<file path="src/rtl/iq_symbol_sched.sv">
// rtl/iq_symbol_sched.sv - IQ symbol FIFO and per-symbol scheduler driving a modulator
module iq_symbol_sched #(
  parameter int SPS         = 16,
  parameter int FIFO_DEPTH  = 4,
  parameter int PRIME_LEVEL = 2
) (
  input  logic       clk,
  input  logic       reset,
  input  logic       enable,
  input  logic       sym_valid,
  input  logic [7:0] sym_i,
  input  logic [7:0] sym_q,
  output logic       sym_ready,
  output logic [7:0] i,
  output logic [7:0] q,
  output logic       mod_reset_,
  output logic       sym_strobe,
  output logic       underrun,
  output logic [4:0] level,
  output logic       busy
);

  localparam int CW = $clog2(SPS);
  localparam int AW = $clog2(FIFO_DEPTH);
  localparam logic [CW-1:0] CNT_LAST = CW'(SPS - 1);
  localparam logic [4:0]    DEPTH_L  = 5'(FIFO_DEPTH);
  localparam logic [4:0]    PRIME_L  = 5'(PRIME_LEVEL);

  typedef enum logic [1:0] {IDLE, PRIME, RUN, UNDERRUN} state_t;

  state_t        state, state_nxt;
  logic [CW-1:0] cnt, cnt_nxt;
  logic          stop_req, stop_nxt;
  logic [AW-1:0] wr_ptr, rd_ptr;
  logic [7:0]    mem_i [FIFO_DEPTH];
  logic [7:0]    mem_q [FIFO_DEPTH];
  logic [7:0]    i_nxt, q_nxt;
  logic          mod_nxt, strobe_nxt, underrun_nxt;
  logic          push, pop, boundary, stop_pend;

  assign sym_ready = (level < DEPTH_L);
  assign busy      = (state != IDLE);
  assign push      = sym_valid && sym_ready;
  assign boundary  = (cnt == CNT_LAST);
  // A stop requested on the boundary cycle itself is honoured at that boundary.
  assign stop_pend = stop_req || !enable;

  always_comb begin
    state_nxt    = state;
    cnt_nxt      = cnt;
    stop_nxt     = stop_req;
    pop          = 1'b0;
    i_nxt        = i;
    q_nxt        = q;
    mod_nxt      = mod_reset_;
    strobe_nxt   = 1'b0;
    underrun_nxt = underrun;
    case (state)
      IDLE: begin
        cnt_nxt  = '0;
        stop_nxt = 1'b0;
        if (enable) begin
          state_nxt    = PRIME;
          underrun_nxt = 1'b0;
        end
      end
      PRIME: begin
        cnt_nxt  = '0;
        stop_nxt = 1'b0;
        if (!enable) begin
          state_nxt = IDLE;
        end else if (level >= PRIME_L) begin
          state_nxt  = RUN;
          pop        = 1'b1;
          i_nxt      = mem_i[rd_ptr];
          q_nxt      = mem_q[rd_ptr];
          mod_nxt    = 1'b1;
          strobe_nxt = 1'b1;
        end
      end
      RUN, UNDERRUN: begin
        cnt_nxt  = boundary ? '0 : cnt + CW'(1);
        stop_nxt = stop_pend;
        if (boundary) begin
          if (stop_pend) begin
            state_nxt = IDLE;
            stop_nxt  = 1'b0;
            i_nxt     = '0;
            q_nxt     = '0;
            mod_nxt   = 1'b0;
          end else if ((state == RUN && level != 5'd0) ||
                       (state == UNDERRUN && level >= PRIME_L)) begin
            state_nxt  = RUN;
            pop        = 1'b1;
            i_nxt      = mem_i[rd_ptr];
            q_nxt      = mem_q[rd_ptr];
            strobe_nxt = 1'b1;
          end else begin
            state_nxt    = UNDERRUN;
            i_nxt        = '0;
            q_nxt        = '0;
            underrun_nxt = 1'b1;
            strobe_nxt   = 1'b1;
          end
        end
      end
      default: state_nxt = IDLE;
    endcase
  end

  always_ff @(posedge clk or posedge reset) begin
    if (reset) begin
      state      <= IDLE;
      cnt        <= '0;
      stop_req   <= 1'b0;
      wr_ptr     <= '0;
      rd_ptr     <= '0;
      level      <= '0;
      i          <= '0;
      q          <= '0;
      mod_reset_ <= 1'b0;
      sym_strobe <= 1'b0;
      underrun   <= 1'b0;
    end else begin
      state      <= state_nxt;
      cnt        <= cnt_nxt;
      stop_req   <= stop_nxt;
      i          <= i_nxt;
      q          <= q_nxt;
      mod_reset_ <= mod_nxt;
      sym_strobe <= strobe_nxt;
      underrun   <= underrun_nxt;
      if (push) wr_ptr <= wr_ptr + AW'(1);
      if (pop)  rd_ptr <= rd_ptr + AW'(1);
      case ({push, pop})
        2'b10:   level <= level + 5'd1;
        2'b01:   level <= level - 5'd1;
        default: level <= level;
      endcase
    end
  end

  // Storage carries no reset; occupancy and pointers define what is valid.
  always_ff @(posedge clk) begin
    if (push) begin
      mem_i[wr_ptr] <= sym_i;
      mem_q[wr_ptr] <= sym_q;
    end
  end

endmodule

</file>
<file path="config.mk">
export PLATFORM = sky130hd
export DESIGN_NAME = iq_symbol_sched
export DESIGN_NICKNAME = d
export VERILOG_FILES = /design/src/rtl/iq_symbol_sched.sv
export SDC_FILE = /design/constraint.sdc
export NUM_CORES = 1
export LEC_CHECK = 0
export ABC_AREA = 1
export BUFFER_PORTS_ARGS = -buffer_cell sky130_fd_sc_hd__buf_2
export CELL_PAD_IN_SITES_DETAIL_PLACEMENT = 0
export CELL_PAD_IN_SITES_GLOBAL_PLACEMENT = 1
export CORE_UTILIZATION = 50
export CTS_CLUSTER_DIAMETER = 30
export DETAILED_ROUTE_END_ITERATION = 8
export GPL_TIMING_DRIVEN = 0
export PLACE_DENSITY = 0.87
export SLEW_MARGIN = 20
export SYNTH_ARGS = -nofsm -noshare
export SYNTH_HDL_FRONTEND = slang
export SYNTH_SLANG_ARGS = --single-unit
</file>
<file path="constraint.sdc">
create_clock -name clk -period 4.7 [get_ports clk]
set_input_delay 0.94 -clock clk [delete_from_list [all_inputs] [get_ports clk]]
set_output_delay 0.94 -clock clk [all_outputs]
set_load 0.1 [all_outputs]
</file>
==> metrics.cfg <==
[outcome]
status=finished clean

[global_routing]
grt_antenna_before_repair=0
grt_max_degree=36
grt.total_usage_pct=19.6
grt_pass1_wl_um=13200
grt_pass1_vias=2658
grt-ovfl-total=0

[yosys]
synthCells=395
ys_types=30
async_reset_ff_share_pct=35.4
syn-num-nets=425
syn_area_um2=4410
ys_seq_area_share_pct=63.4
avgSynthCellArea_um2=11.2
synth-main-ff-cell=edfxtp_1
synth_edf_count=64
synth_area_leaders=edfxtp_1 (44%), dfrtp_1 (20%), nor2_1 (6.6%)
yosys_warnings=0
ys_ff_latch=99
synth.top_cell.area_share_pct=43.6
synth_top_area_cell=edfxtp_1

[setup_path]
cp-start-kind=primary input
cp.required_ns=4.96
cp-end-kind=register
crit_arrival_ns=2.84
cp_max_fo=5
path_class=in -> reg

[timing]
fin_hold_ws_ns=0.463
setup_violations=0
rsz0062_at_grt=no
fin_crit_sh_pct=54.8
clock_skew_ns=0.00883
tightest_slew_ns=0.729
maxSlewViolCount=0
max_slew_margin_pct=51.3
fmax_ghz=0.388
final.setup.worst_slack_ns=2.12
period_minus_slack_ns=2.58
tns_ns=0
finalHoldViolCount=0

[layout]
area_growth_pct=13.7
drive_gt1_share_pct=27.2
regArea_um2=2800
layout.nets=485
fin_cells=565
multi_input_area_um2=1410
diodes=0
fillCellCount=710

[place]
placed_cells=549
pre_cts_ws_ns=1.76
place_congestion=0.778
place_hpwl_um=5810
io_buffers=45

[route]
detail_route.iter0.violations=180
drt_wl_total_um=8170
drt-wirelength-per-cell_um=14.5
drc=0
vias=2824
ant_nets=0
via_per_inst=5.00
dr.pass1.iters=4

[clock_tree]
htreeDepth=3
numCtsBuffers=9
clock_latency_ns=0.36
cts.clk_slew.worst_paths_ns=0.10
cts_buffer_depth=2
cts_sinks=99
postCtsSetupBuffers=0
cts.hold.buffers_added=0
cts_root_buf=clkbuf_8
post_cts_resized=0
cts_tree=built

[hold_path]
hold_class=reg -> reg

[die]
io-pin-count=46
fp-row-count=33
core_area_um2=8380
fp.dieH_um=95.9
chipWidth_um=95.9
start_util_pct=52.6
dieArea_um2=9200

[power]
leakagePower_nw=2.21
power.density_nw_per_um2=684
irDropWorstVdd_mv=0.326

[job]
cap_violations=0

==> routing by layer <==
layer | global-route usage [%] | routed length (µm) | up-vias
met3 | 3.08 | 333 | 10
met5 | 0 | 0 | -
met1 | 27.8 | 4020 | 1317
met2 | 30.7 | 3720 | 60
li1 | - | - | 1437
met4 | 7.34 | 97 | 0
==> layout make-up <==
type,count,area share (%)
sequential,99,55.8
multi-input combinational,258,28.2
timing repair buffer,49,5.39
tap,105,2.62
clock buffer,9,2.47
buffer,15,2.47
inverter,23,1.72
clock inverter,7,1.40
==> power by group <==
group	internal, mW	switching, mW	total, mW
Clock	0.206	0.316	0.522
Sequential	1.09	0.106	1.19
Combinational	0.422	1.29	1.72
==> Yosys cell counts, types with 3 or more instances <==
master    number
a21oi_1        6
buf_2          5
buf_4          3
dfrtp_1       35
edfxtp_1      64
ha_1           9
inv_1         18
inv_2          5
nand2_1       67
nand2_2       13
nand2_4        3
nand3_1       18
nand3_2       11
nor2_1        77
o21ai_0       35
o21ai_1        3
xor2_1         4
==> placed cells by master (no fill, tap or decap), types with 2 or more instances in the layout <==
master / instances
nand3_2: 11
ha_1: 9
nand2_4: 3
buf_4: 3
buf_12: 2
nand2_1: 67
clkinv_4: 2
o21ai_1: 3
nor2_8: 2
dfrtp_1: 35
nand3_4: 2
nand2_2: 13
a21oi_1: 6
nor2_4: 2
o21ai_0: 35
nor2_2: 4
inv_6: 2
inv_2: 6
edfxtp_1: 64
buf_2: 50
clkbuf_8: 9
buf_6: 6
nand3_1: 18
clkbuf_2: 2
nor2_1: 73
inv_1: 17
xor2_1: 4
==> flip-flops by register name, indices dropped and copies added (netlist names) <==
| name | count |
|---|---|
| cnt | 4 |
| i | 8 |
| level | 5 |
| mem_i | 32 |
| mem_q | 32 |
| mod_reset_ | 1 |
| q | 8 |
| rd_ptr | 2 |
| state | 2 |
| stop_req | 1 |
| sym_strobe | 1 |
| underrun | 1 |
| wr_ptr | 2 |
==> logic make-up (layout without fill, tap and decap cells) <==
family / Yosys count / after routing / synth area share (%)
xor+xnor: 5 / 5 / 0.993
compound gates: 45 / 45 / 5.36
simple gates: 198 / 198 / 22.5
flops: 99 / 99 / 63.4
buf+inv: 38 / 103 / 4.76
fa+ha+maj: 10 / 10 / 3.01
==> worst max-delay path, cell delays in order <==
cell     delay, ns
buf_2         0.15
nand2_1       0.11
nor2_1        0.13
nand2_1       0.10
nand2_2       0.12
nand2_1       0.10
inv_1         0.09
ha_1          0.25
inv_1         0.08
fa_1          0.35
inv_1         0.09
nand3_1       0.09
nand3_1       0.09
nand2_1       0.05
nand2_1       0.05
nand2_1       0.04
==> stage by stage <==
stage	cell area [µm²]	utilization (%)	total power, mW
after floorplan	4410	-	2.59
after global placement	4770	56.9	2.90
after detailed placement	4820	57.5	2.94
after CTS	5020	59.9	3.46
after global routing	5020	59.9	3.65
final	5020	59.9	3.43
==> final timing paths <==
kind                       cells past startpoint  startpoint        to  slack, ns
max                                           16      enable  level[4]       2.12
min                                            1      cnt[0]    cnt[0]       0.46
max reg2reg                                   14    level[4]  level[4]       2.30
min reg2reg                                    1      cnt[0]    cnt[0]       0.46
max in group asynchronous                      2       reset  level[0]       3.54
min in group asynchronous                      2       reset    cnt[2]       0.68
No activity file was read; power rests on OpenSTA's default activity.
